--- src/rtl/digit_len_seq.sv ---
// Decimal digit counter: repeatedly divides the captured operand by 10, one digit per enabled cycle.
// Optional DIGIT_LEN_BCD_EN adds the bcd output holding the extracted digits (LSD first).
module digit_len_seq #(
  parameter int W    = 34,
  parameter int MAXD = 10,
  parameter int LW   = $clog2(MAXD+1)
) (
  input  logic            clk,
  input  logic            rst,
  input  logic            en,
  input  logic            start,
  input  logic [W-1:0]    in,
  input  logic            pad_even,
  output logic            busy,
  output logic            done,
  output logic [LW-1:0]   len,
  output logic [LW:0]     len_even,
`ifdef DIGIT_LEN_BCD_EN
  output logic [4*MAXD-1:0] bcd,
`endif
  output logic            ovf
);

  typedef enum logic [1:0] {IDLE, RUN, DONE} state_t;

  state_t        state, nxt;
  logic [W-1:0]  temp;
  logic [W-1:0]  quot;
  logic [3:0]    digit;
  logic [LW-1:0] cnt;
  logic          mode;
  logic          finish;

  assign quot   = temp / W'(10);
  assign digit  = 4'(temp % W'(10));
  // Stop on exhausted operand or once the digit budget is spent (overflow case).
  assign finish = (temp == '0) || (cnt == LW'(MAXD));
  assign busy   = (state != IDLE);

  always_ff @(posedge clk or posedge rst) begin
    if (rst)     state <= IDLE;
    else if (en) state <= nxt;
  end

  always_comb begin
    nxt = state;
    case (state)
      IDLE:    if (start) nxt = RUN;
      RUN:     if (finish) nxt = DONE;
      DONE:    nxt = IDLE;
      default: nxt = IDLE;
    endcase
  end

  always_ff @(posedge clk or posedge rst) begin
    if (rst) begin
      temp     <= '0;
      cnt      <= '0;
      mode     <= 1'b0;
      done     <= 1'b0;
      len      <= '0;
      len_even <= '0;
      ovf      <= 1'b0;
    end else if (en) begin
      case (state)
        IDLE: if (start) begin
          temp <= in;
          mode <= pad_even;
          cnt  <= '0;
        end
        RUN: begin
          if (!finish) begin
            temp <= quot;
            cnt  <= cnt + 1'b1;
          end else begin
            len      <= cnt;
            ovf      <= (temp != '0);
            len_even <= (LW+1)'(cnt) + (LW+1)'(mode & cnt[0]);
            done     <= 1'b1;
          end
        end
        DONE:    done <= 1'b0;
        default: ;
      endcase
    end
  end

`ifdef DIGIT_LEN_BCD_EN
  always_ff @(posedge clk or posedge rst) begin
    if (rst) begin
      bcd <= '0;
    end else if (en) begin
      if (state == IDLE && start) begin
        bcd <= '0;
      end else if (state == RUN && !finish) begin
        for (int i = 0; i < MAXD; i++)
          if (cnt == LW'(i)) bcd[i*4 +: 4] <= digit;
      end
    end
  end
`endif

endmodule
--- config.mk ---
export PLATFORM = sky130hd
export DESIGN_NAME = digit_len_seq
export DESIGN_NICKNAME = d
export VERILOG_FILES = /design/src/rtl/digit_len_seq.sv
export SDC_FILE = /design/constraint.sdc
export NUM_CORES = 1
export LEC_CHECK = 0
export BUFFER_PORTS_ARGS = -buffer_cell sky130_fd_sc_hd__buf_2
export CAP_MARGIN = 20
export CORE_ASPECT_RATIO = 0.75
export CORE_MARGIN = 1
export CORE_UTILIZATION = 49
export DETAILED_ROUTE_END_ITERATION = 16
export PLACE_DENSITY = 0.69
export SKIP_LAST_GASP = 1
export SLEW_MARGIN = 20
export SYNTH_ARGS = -nofsm -noshare
export SYNTH_HDL_FRONTEND = slang
export SYNTH_SLANG_ARGS = --single-unit
--- constraint.sdc ---
create_clock -name clk -period 29.2 [get_ports clk]
set_input_delay 4.38 -clock clk [delete_from_list [all_inputs] [get_ports clk]]
set_output_delay 4.38 -clock clk [all_outputs]
set_load 0.01 [all_outputs]
* Yosys cells after proc, flatten, opt, wreduce, memory -nomap -nowiden
Cells that the tools add are included.
** Operators by class
- Bitwise operators :: 1
- $add $sub $neg :: 2
- Multiplexer cells :: 11
- Shift-type cells :: 0
- $mul :: 0
- Reductions and logical operators :: 12
- Magnitude comparators :: 0
- Divide/modulo/power cells :: 1
- Equality and inequality tests :: 6
** Operators by type and width (count)
- $mux W34 :: 2
- $pmux W34 S2 :: 1
- $div A34 B4 Y34 const B :: 1
- $logic_not A34 Y1 :: 1
- $reduce_bool A34 Y1 :: 1
- $reduce_and A3 Y1 :: 4
- $mux W4 :: 2
- $pmux W4 S2 :: 1
- $ne A2 B2 Y1 const B :: 3
- $reduce_bool A2 Y1 :: 3
- $add A4 B1 Y5 :: 1
- $add A4 B1 Y4 const B :: 1
- $eq A4 B4 Y1 const B :: 1
- $mux W2 :: 2
- $pmux W2 S2 :: 1
- $reduce_and A4 Y1 :: 1
- $eq A2 B1 Y1 const B :: 1
- $eq A2 B2 Y1 const B :: 1
- $logic_not A2 Y1 :: 1
- $pmux W1 S2 :: 1
- $and A1 B1 Y1 :: 1
- $logic_or A1 B1 Y1 :: 1
- $mux W1 :: 1
** Storage, ports and cells
- Bits in read-only memories :: 0
- Memory bits (writable) :: 0
- Word-level logic and storage cells :: 41
- Output and inout port bits :: 12
- Memories kept :: 0
- Latch bits :: 0
- Register bits after elaboration :: 52

* Logic depth before layout (Yosys ltp)
Gate-level depths: netlist (run 1).
- Depth in word-level cells :: 4
- Depth in mapped cells :: 49

* Worst setup path after synthesis (run 1)
Ideal clock, no wire load.
- Path kind :: register -> register
- Start point :: reg temp[33]
- End point :: reg temp[0]
- Slack :: 18.886 ns
- Arrival :: 10.182 ns
- Required time :: 29.068 ns
- Clock period less this slack :: 10.314 ns
- Path buffers :: 4
- Cell stages (with the launch flop) :: 41
- Cells stage by stage :: dfrtp_1 buf_6 or4b_4 and4_4 o311a_4 a311oi_4 and2_1 buf_4 nor2_1 o32a_1 o21a_2 buf_6 or3_1 mux2i_4 o22ai_2 nor3_2 o32ai_2 nor4_2 [5 not listed] o2111a_1 a22o_1 a211o_1 a2111oi_4 or4_1 a211oi_1 a2111oi_2 o21ai_2 mux2_2 a221o_1 o21ai_1 a211oi_1 or4b_4 o2111a_1 buf_4 mux2_4 o221ai_1 o211ai_1
** Between the ends
- Word-level cells in the longest chain between the ends :: 4
** Ends and longest elaborated chain
- from (decl) :: line 27 : logic [W-1:0] temp;
- from (signal assigned) :: line 67 : temp <= in;
- from (signal assigned) :: line 73 : temp <= quot;
- parallel branches: the longest is 4 deep, another holds $div A34 B4 Y34
Several ways; the timed one is not identified. The select of a mux whose other input is x is not followed.
A chain may end at the register's enable or synchronous reset.

* Worst setup path after layout (run 1)
Same ends and word-level chain as after synthesis.

==> results of run 1 <==
-- cells in the mapped netlist, drive strengths merged (18+ instances only) --
master / instances / area [sq um]
nor4: 18 / 119
nand3: 43 / 220
inv: 26 / 97.6
o21ai: 68 / 352
xnor2: 20 / 183
nor2: 95 / 369
clkbuf: 30 / 129
nand2: 115 / 437
nor3: 40 / 216
o211ai: 23 / 178
a21oi: 63 / 319
a31oi: 19 / 140
dfrtp: 52 / 1300
a211oi: 29 / 253
o31ai: 18 / 149
buf: 53 / 379
nand4: 18 / 128
-- cells by family after synthesis --
logic type | Yosys count | synth area share, %
mux | 30 | 4.36
fa+ha+maj | 5 | 0.738
simple gates | 407 | 26.4
flops | 52 | 16.7
xor+xnor | 26 | 3.29
compound gates | 397 | 40.0
buf+inv | 119 | 8.51
-- cell type report --
class / count / area [sq um]
sequential: 52 / 1300
clock inverter: 2 / 16.3
fill: 1490 / 7410
tap: 205 / 256
multi-input combinational: 865 / 5850
inverter: 32 / 120
clock buffer: 6 / 129
timing repair buffer: 55 / 288
-- metal layers --
layer / up-vias / part of all wire, % / global-route usage, %
li1: 3975 / - / -
met1: 3871 / 49 / 42.2
met2: 373 / 42 / 38.3
met3: 17 / 7.4 / 2.80
met4: 0 / 0.87 / 3.92
met5: - / 0 / 0
-- final timing paths --
path	from	end	slack, ns	cells past startpoint
min in group asynchronous	rst	temp[15]$_DFFE_PP0P_	4.27	3
max in group asynchronous	rst	temp[12]$_DFFE_PP0P_	24.48	3
min	len_even[2]$_DFFE_PP0P_	len_even[2]$_DFFE_PP0P_	0.48	2
max reg2reg	temp[33]$_DFFE_PP0P_	temp[0]$_DFFE_PP0P_	16.30	38
min reg2reg	len_even[2]$_DFFE_PP0P_	len_even[2]$_DFFE_PP0P_	0.48	2
max	temp[33]$_DFFE_PP0P_	temp[0]$_DFFE_PP0P_	16.30	38
-- per-stage QoR --
stage	instance area, sq um	std cells
after floorplan	7800	1036
final	7960	1217
after CTS	7950	1217
after detailed placement	7810	1209
after global placement	7810	1209
after global routing	7960	1217
-- worst register-to-register path, delay by kind of cell, from the launching register on --
| kind | cells | cell delay (ns) |
|---|---|---|
| AO/OA/AOI/OAI | 22 | 7.11 |
| multiplexers | 4 | 1.21 |
| flip-flops | 1 | 0.90 |
| AND/OR/NAND/NOR | 12 | 3.55 |
-- registers in the layout, indices dropped and copies added (netlist names) --
name	flops
cnt	4
done	1
len	4
len_even	5
mode	1
ovf	1
state	2
temp	34
==> results_dict.tcl, run 1 <==
set metrics [dict create \
    clk_path_buf_depth 2 \
    postRouteAntennaNets 0 \
    tightest_slew_ns 1.01 \
    drt_wl_total_mm 21.8 \
    synthToLayoutAreaGrowth_pct 2.00 \
    crit_top_cell "nor2_1" \
    die_area_sq_mm 0.0164 \
    track_usage_pct 26.5 \
    drcViolationCount 0 \
    synth_edf_count 0 \
    floorplan.initialDensity_pct 50.8 \
    syn_area_sq_mm 0.00780 \
    gp_congestion 0.936 \
    drtIter0Drc 978 \
    fp.dieW_um 148 \
    postCtsSetupRepairBufs 0 \
    antenna_cells_inserted 0 \
    start_kind "register" \
    clkTransAtPathRegs_ns 0.07 \
    port_buffers 50 \
    ys_async_sr_fraction_pct 100 \
    cp.required_ns 29.37 \
    overflow 0 \
    avgViaCountPerCell 6.77 \
    maxCapViolCount 0 \
    syn-num-nets 1078 \
    worst_path_max_delay_cell "dfrtp_1" \
    drv_slew 0 \
    fin_crit_sh_pct 44.2 \
    routed-via-count 8236 \
    numCtsBuffers 5 \
    slew_headroom_pct 32.7 \
    cp.arrival_ns 13.07 \
    path_max_fanout 30 \
    cts_num_sinks 52 \
    ioPinCount 51 \
    endpoint_kind "register" \
    fmax_mhz 77.5 \
    rows 39 \
    hold_class "reg2reg" \
    tritoncts "built" \
    avgRoutedWirePerCell_um 17.9 \
    ys_seq_area_share_pct 16.7 \
    worst_path_dominant_cell_family "compound AO/OA/AOI/OAI gates" \
    grt_max_degree 69 \
    grt_pass1_vias 7045 \
    design.core.area_sq_mm 0.0154 \
    crit_path_max_incr_delay_ns 0.90 \
    dpl.hpwl_mm 15.8 \
    grt_pass1_wl_mm 36.7 \
    grt_antenna_before_repair 0 \
    ys.flop_type "dfrtp_1" \
    holdWs_ns 0.482 \
    cts_resized 0 \
    ys_warn_count 0 \
    rsz0062_at_grt "no" \
    synthCells 1036 \
    fin_nets 1053 \
    path_buf_inv 0 \
    status "complete, no violations" \
    avgSynthCellArea_sq_um 7.53 \
    dr.pass1.iters 6 \
    drive_above_1_share_pct 13.8 \
    die_y_um 111 \
    fin_skew_ns 0.0106 \
    cts-root-buf "clkbuf_16" \
    finalHoldViolCount 0 \
    critical_path_class "reg2reg" \
    fin_crit_ns 12.90 \
    setup-violations-final 0 \
    setup_slack_ns 16.30 \
    totalNegativeSetupSlack_ns 0 \
    clk_latency_ns 0.29 \
    place_ws_ns 16.57 \
    ys_types 138 \
    finalCoreUtilization_pct 51.8 \
    synth-seq-cells 52 \
    final_cell_mix "112 x nand2_1, 92 x nor2_1, 62 x a21oi_1" \
    cts_hold_buf 0 \
    final_common_cell "nand2_1" \
    htree_levels 2 \
]
Power of run 1 is not shown: default switching activity piles up to over one toggle a cycle in this logic, so the estimate is an artifact.
==> inputs of run 2 (changes only) <==
--- a/config.mk
+++ b/config.mk
@@ -11,7 +11,7 @@
 export CORE_MARGIN = 1
 export CORE_UTILIZATION = 49
 export DETAILED_ROUTE_END_ITERATION = 16
-export PLACE_DENSITY = 0.69
+export PLACE_DENSITY = 0.71
 export SKIP_LAST_GASP = 1
 export SLEW_MARGIN = 20
 export SYNTH_ARGS = -nofsm -noshare
==> constraint.sdc (replaced) <==
create_clock -name clk -period 11.6 [get_ports clk]
set_input_delay 1.74 -clock clk [delete_from_list [all_inputs] [get_ports clk]]
set_output_delay 1.74 -clock clk [all_outputs]
set_load 0.01 [all_outputs]
==> run 2 against run 1 <==
  * Non-clock buffer count grew 101
  * Design area increased by 13%
  * Sequential share of layout area fell by 1.9 points
  * Worst hold slack worse by 0.0078 ns
  * Critical path type unchanged
  * Critical endpoint unchanged
  * Highest routed layer unchanged
==> results_dict.tcl, run 2 (synthesis gave the netlist of run 1 again) <==
set metrics [dict create \
    status "complete, no violations" \
    final_area_sq_mm 0.00901 \
    maxCapViolCount 0 \
    htree_levels 2 \
    die_area_sq_mm 0.0164 \
    start_kind "register" \
    routed-via-count 8945 \
    reg2reg_slack_ns 0.46 \
    min_from "len_even[2]$_DFFE_PP0P_" \
    drtIter0Drc 1202 \
    fin_crit_ns 11.14 \
    clk_path_buf_depth 2 \
    rows 39 \
    antenna_cells_inserted 0 \
    placed_cell_area_sq_mm 0.00847 \
    numCtsBuffers 5 \
    tightest_slew_ns 1.03 \
    clk_latency_ns 0.30 \
    overflow 0 \
    top_regs "temp (34), len_even (5)" \
    finalHoldViolCount 0 \
    drive_above_1_share_pct 25.3 \
    cp.required_ns 11.77 \
    path_max_fanout 15 \
    largest_reg_flops 34 \
    final.fill_count 1362 \
    post-place-cells 1297 \
    seqCellArea_sq_mm 0.00131 \
    r2r-start "temp[29]$_DFFE_PP0P_" \
    design.core.area_sq_mm 0.0154 \
    cts_num_sinks 52 \
    critical_path_class "reg2reg" \
    endpoint_kind "register" \
    hold-path-endpoint "len_even[2]$_DFFE_PP0P_" \
    fmax_mhz 89.7 \
    gp_congestion 0.962 \
    worst_path_max_delay_cell "dfrtp_2" \
    postRouteAntennaNets 0 \
    largest-register "temp" \
    holdWs_ns 0.474 \
    die_y_um 111 \
    fin_skew_ns 0.00708 \
    crit_top_cell "buf_4" \
    grt_max_degree 60 \
    holdPathStages 2 \
    tritoncts "built" \
    final_cell_mix "112 x nand2_1, 105 x buf_4, 90 x nor2_1" \
    drv_slew 0 \
    fin_crit_sh_pct 96.1 \
    fin_cells 1319 \
    cts-root-buf "clkbuf_16" \
    cp.arrival_ns 11.32 \
    multi_input_area_sq_mm 0.00610 \
    clkTransAtPathRegs_ns 0.07 \
    crit_path_max_incr_delay_ns 0.52 \
    setup-violations-final 0 \
    hold_class "reg2reg" \
    avgRoutedWirePerCell_um 18.3 \
    dr.pass1.iters 8 \
    rr_endpoint "temp[0]$_DFFE_PP0P_" \
    final_common_cell "nand2_1" \
    dpl.hpwl_mm 17.1 \
    floorplan.initialDensity_pct 50.8 \
    track_usage_pct 28.4 \
    synthToLayoutAreaGrowth_pct 15.5 \
    grt_pass1_wl_mm 39.3 \
    avgViaCountPerCell 6.78 \
    grt_antenna_before_repair 0 \
    ioPinCount 51 \
    drt_wl_total_mm 24.2 \
    worstRegToRegCells 42 \
    fin_nets 1155 \
    port_buffers 50 \
    fp.dieW_um 148 \
    drcViolationCount 0 \
    slew_headroom_pct 31.3 \
    grt_pass1_vias 7792 \
]
-- run 2: per-layer routing --
layer  wire length (um)  vias up  track usage, %  part of all wire, %
li1                   -     4180               -                    -
met1              11400     4282            44.8                   47
met2              10500      455            40.9                   44
met3               2020       28            3.33                  8.3
met4                274        0            5.57                  1.1
met5                  0        -               0                    0
-- run 2: how the worst max path moves through the flow --
stage / start / to / slack, ns
global route: temp[32]$_DFFE_PP0P_ / temp[0]$_DFFE_PP0P_ / -0.17
CTS: temp[31]$_DFFE_PP0P_ / temp[0]$_DFFE_PP0P_ / 0.13
global placement: temp[32]$_DFFE_PP0P_ / temp[0]$_DFFE_PP0P_ / 0.21
floorplan: temp[33]$_DFFE_PP0P_ / temp[0]$_DFFE_PP0P_ / 1.29
detailed placement: temp[31]$_DFFE_PP0P_ / temp[0]$_DFFE_PP0P_ / -0.08
finish: temp[29]$_DFFE_PP0P_ / temp[0]$_DFFE_PP0P_ / 0.46
-- run 2: layout make-up --
type	count	area share (%)
clock inverters	2	0.430
clock buffers	6	1.43
multi-input cells	866	67.7
flip-flops and latches	52	14.5
repair buffers	156	11.7
inverters	32	1.33
well taps	205	2.85
-- run 2: repair_timing --
item | CTS | global route
pin swaps | 0 | 15
cloned | 0 | 1
hold buffers | 0 | 0
setup endpoints to repair | 3 | 5
hold endpoints to repair | 0 | 0
setup buffers | 0 | 13
gates resized for setup | 1 | 50
-- run 2: per-stage QoR --
| stage | setup WS (ns) | util, % | TNS [ns] |
|---|---|---|---|
| after floorplan | 1.29 | - | 0 |
| after global placement | 0.206 | 55.1 | 0 |
| after detailed placement | -0.0841 | 55.1 | -0.0841 |
| after CTS | 0.129 | 56.2 | 0 |
| after global routing | -0.169 | 58.6 | -0.370 |
| final | 0.457 | 58.6 | 0 |
-- run 2: critical path, delay by kind of cell (launching register included) --
kind | cells | cell delay (ns)
XOR/XNOR | 2 | 0.37
buffers and inverters | 4 | 0.75
AO/OA/AOI/OAI | 22 | 6.01
flip-flops | 1 | 0.52
multiplexers | 4 | 1.16
AND/OR/NAND/NOR | 10 | 2.17
Power of run 2 is left out for the same reason.
==> inputs of run 3 (changes only) <==
--- a/config.mk
+++ b/config.mk
@@ -11,9 +11,9 @@
 export CORE_MARGIN = 1
 export CORE_UTILIZATION = 49
 export DETAILED_ROUTE_END_ITERATION = 16
+export GPL_TIMING_DRIVEN = 0
 export PLACE_DENSITY = 0.71
 export SKIP_LAST_GASP = 1
-export SLEW_MARGIN = 20
 export SYNTH_ARGS = -nofsm -noshare
 export SYNTH_HDL_FRONTEND = slang
 export SYNTH_SLANG_ARGS = --single-unit
==> run 3 against run 2 <==
  * Via count is 1.6% higher
  * Worst setup slack got worse by 0.14 ns
  * Worst hold slack gained 0.0067 ns
  * Critical path type unchanged
==> results_dict.tcl, run 3 (synthesis gave the netlist of run 1 again) <==
set metrics [dict create \
    cts-root-buf "clkbuf_16" \
    seqCellArea_sq_mm 0.00130 \
    antenna_cells_inserted 0 \
    crit_path_max_incr_delay_ns 0.53 \
    start_kind "register" \
    top_regs "temp (34), len_even (5)" \
    status "complete, no violations" \
    fin_crit_ns 11.29 \
    die_area_sq_mm 0.0164 \
    dr.pass1.iters 6 \
    finalHoldViolCount 0 \
    wl_met3_mm 2.56 \
    rows 39 \
    fin_skew_ns 0.00777 \
    die_y_um 111 \
    floorplan.initialDensity_pct 50.8 \
    tightest_slew_ns 0.942 \
    r2r-start "temp[29]$_DFFE_PP0P_" \
    port_buffers 50 \
    startpoint "temp[29]$_DFFE_PP0P_" \
    ioPinCount 51 \
    endpoint "temp[0]$_DFFE_PP0P_" \
    drcViolationCount 0 \
    dpl.hpwl_mm 18.9 \
    worstRegToRegCells 44 \
    numCtsBuffers 5 \
    cp.arrival_ns 11.46 \
    critical_path_class "reg2reg" \
    met2WireLength_mm 11.3 \
    multi_input_area_sq_mm 0.00632 \
    drt_wl_total_mm 26.2 \
    maxUsedRoutingLayer "met4" \
    grt_max_degree 42 \
    wl_met1_mm 12.1 \
    fp.dieW_um 148 \
    fin_crit_sh_pct 97.3 \
    track_usage_pct 30.2 \
    maxCapViolCount 0 \
    largest-register "temp" \
    cts_num_sinks 52 \
    clk_path_buf_depth 2 \
    postRouteAntennaNets 0 \
    reg2reg_slack_ns 0.31 \
    overflow 0 \
    avgViaCountPerCell 6.85 \
    worst_path_max_delay_cell "or4b_4" \
    avgRoutedWirePerCell_um 19.7 \
    final_area_sq_mm 0.00921 \
    placed_cell_area_sq_mm 0.00833 \
    drv_slew 0 \
    tritoncts "built" \
    fin_nets 1164 \
    final.fill_count 1381 \
    largest_reg_flops 34 \
    setup_slack_ns 0.313 \
    totalNegativeSetupSlack_ns 0 \
    clkTransAtPathRegs_ns 0.08 \
    grt_pass1_wl_mm 41.0 \
    drive_above_1_share_pct 24.3 \
    finalCoreUtilization_pct 59.9 \
    cts_hold_buf 0 \
    synthToLayoutAreaGrowth_pct 18.0 \
    cp.required_ns 11.78 \
    slew_headroom_pct 36.7 \
    design.core.area_sq_mm 0.0154 \
    hold_class "reg2reg" \
    routed-via-count 9092 \
    grt_pass1_vias 7744 \
    clk_latency_ns 0.29 \
    htree_levels 2 \
    drtIter0Drc 1040 \
    fmax_mhz 88.6 \
    place_ws_ns -0.178 \
    grt_antenna_before_repair 0 \
    rr_endpoint "temp[0]$_DFFE_PP0P_" \
    final_common_cell "nand2_1" \
    gp_congestion 0.960 \
    final_cell_mix "112 x nand2_1, 91 x nor2_1, 68 x buf_2" \
    endpoint_kind "register" \
    setup-violations-final 0 \
    path_max_fanout 10 \
]
run 3: cell type report:
class | instances | share of cell area (%)
well taps | 205 | 2.79
clock buffers | 6 | 1.51
multi-input cells | 865 | 68.6
flip-flops and latches | 52 | 14.1
plain buffers | 87 | 6.03
inverters | 32 | 1.30
repair buffers | 79 | 5.49
clock inverters | 2 | 0.149
run 3: timing repair:
item,CTS,global route
hold endpoints to repair,0,0
pin swaps,1,26
buffers inserted,1,27
gates resized for setup,6,79
setup endpoints to repair,2,5
run 3: worst max-delay path: cells and delay by family (launching register included):
kind | cells | cell delay, ns
compound gates | 19 | 4.78
simple gates | 14 | 3.53
buf+inv | 7 | 1.31
mux | 3 | 0.95
flops | 1 | 0.37
xor+xnor | 1 | 0.19
run 3: per-stage QoR:
stage	hold WS (ns)	std cells
after floorplan	0.466	1036
after global placement	0.458	1291
after detailed placement	0.470	1292
after CTS	0.485	1301
after global routing	0.520	1328
final	0.481	1328
run 3: worst min-delay path by stage:
stage	startpoint	to	slack, ns	cells past startpoint
global route	len_even[3]$_DFFE_PP0P_	len_even[3]$_DFFE_PP0P_	0.52	2
CTS	len_even[2]$_DFFE_PP0P_	len_even[2]$_DFFE_PP0P_	0.49	2
global placement	len_even[2]$_DFFE_PP0P_	len_even[2]$_DFFE_PP0P_	0.46	2
finish	len_even[0]$_DFFE_PP0P_	len_even[0]$_DFFE_PP0P_	0.48	2
detailed placement	len_even[2]$_DFFE_PP0P_	len_even[2]$_DFFE_PP0P_	0.47	2
floorplan	mode$_DFFE_PP0P_	len_even[0]$_DFFE_PP0P_	0.47	1
run 3: metal layers:
| layer | global-route usage, % | vias to the layer above |
|---|---|---|
| met4 | 3.85 | 0 |
| met2 | 44.3 | 522 |
| met5 | 0 | - |
| li1 | - | 4209 |
| met1 | 48.0 | 4332 |
| met3 | 2.72 | 29 |
Power of run 3 is left out for the same reason.
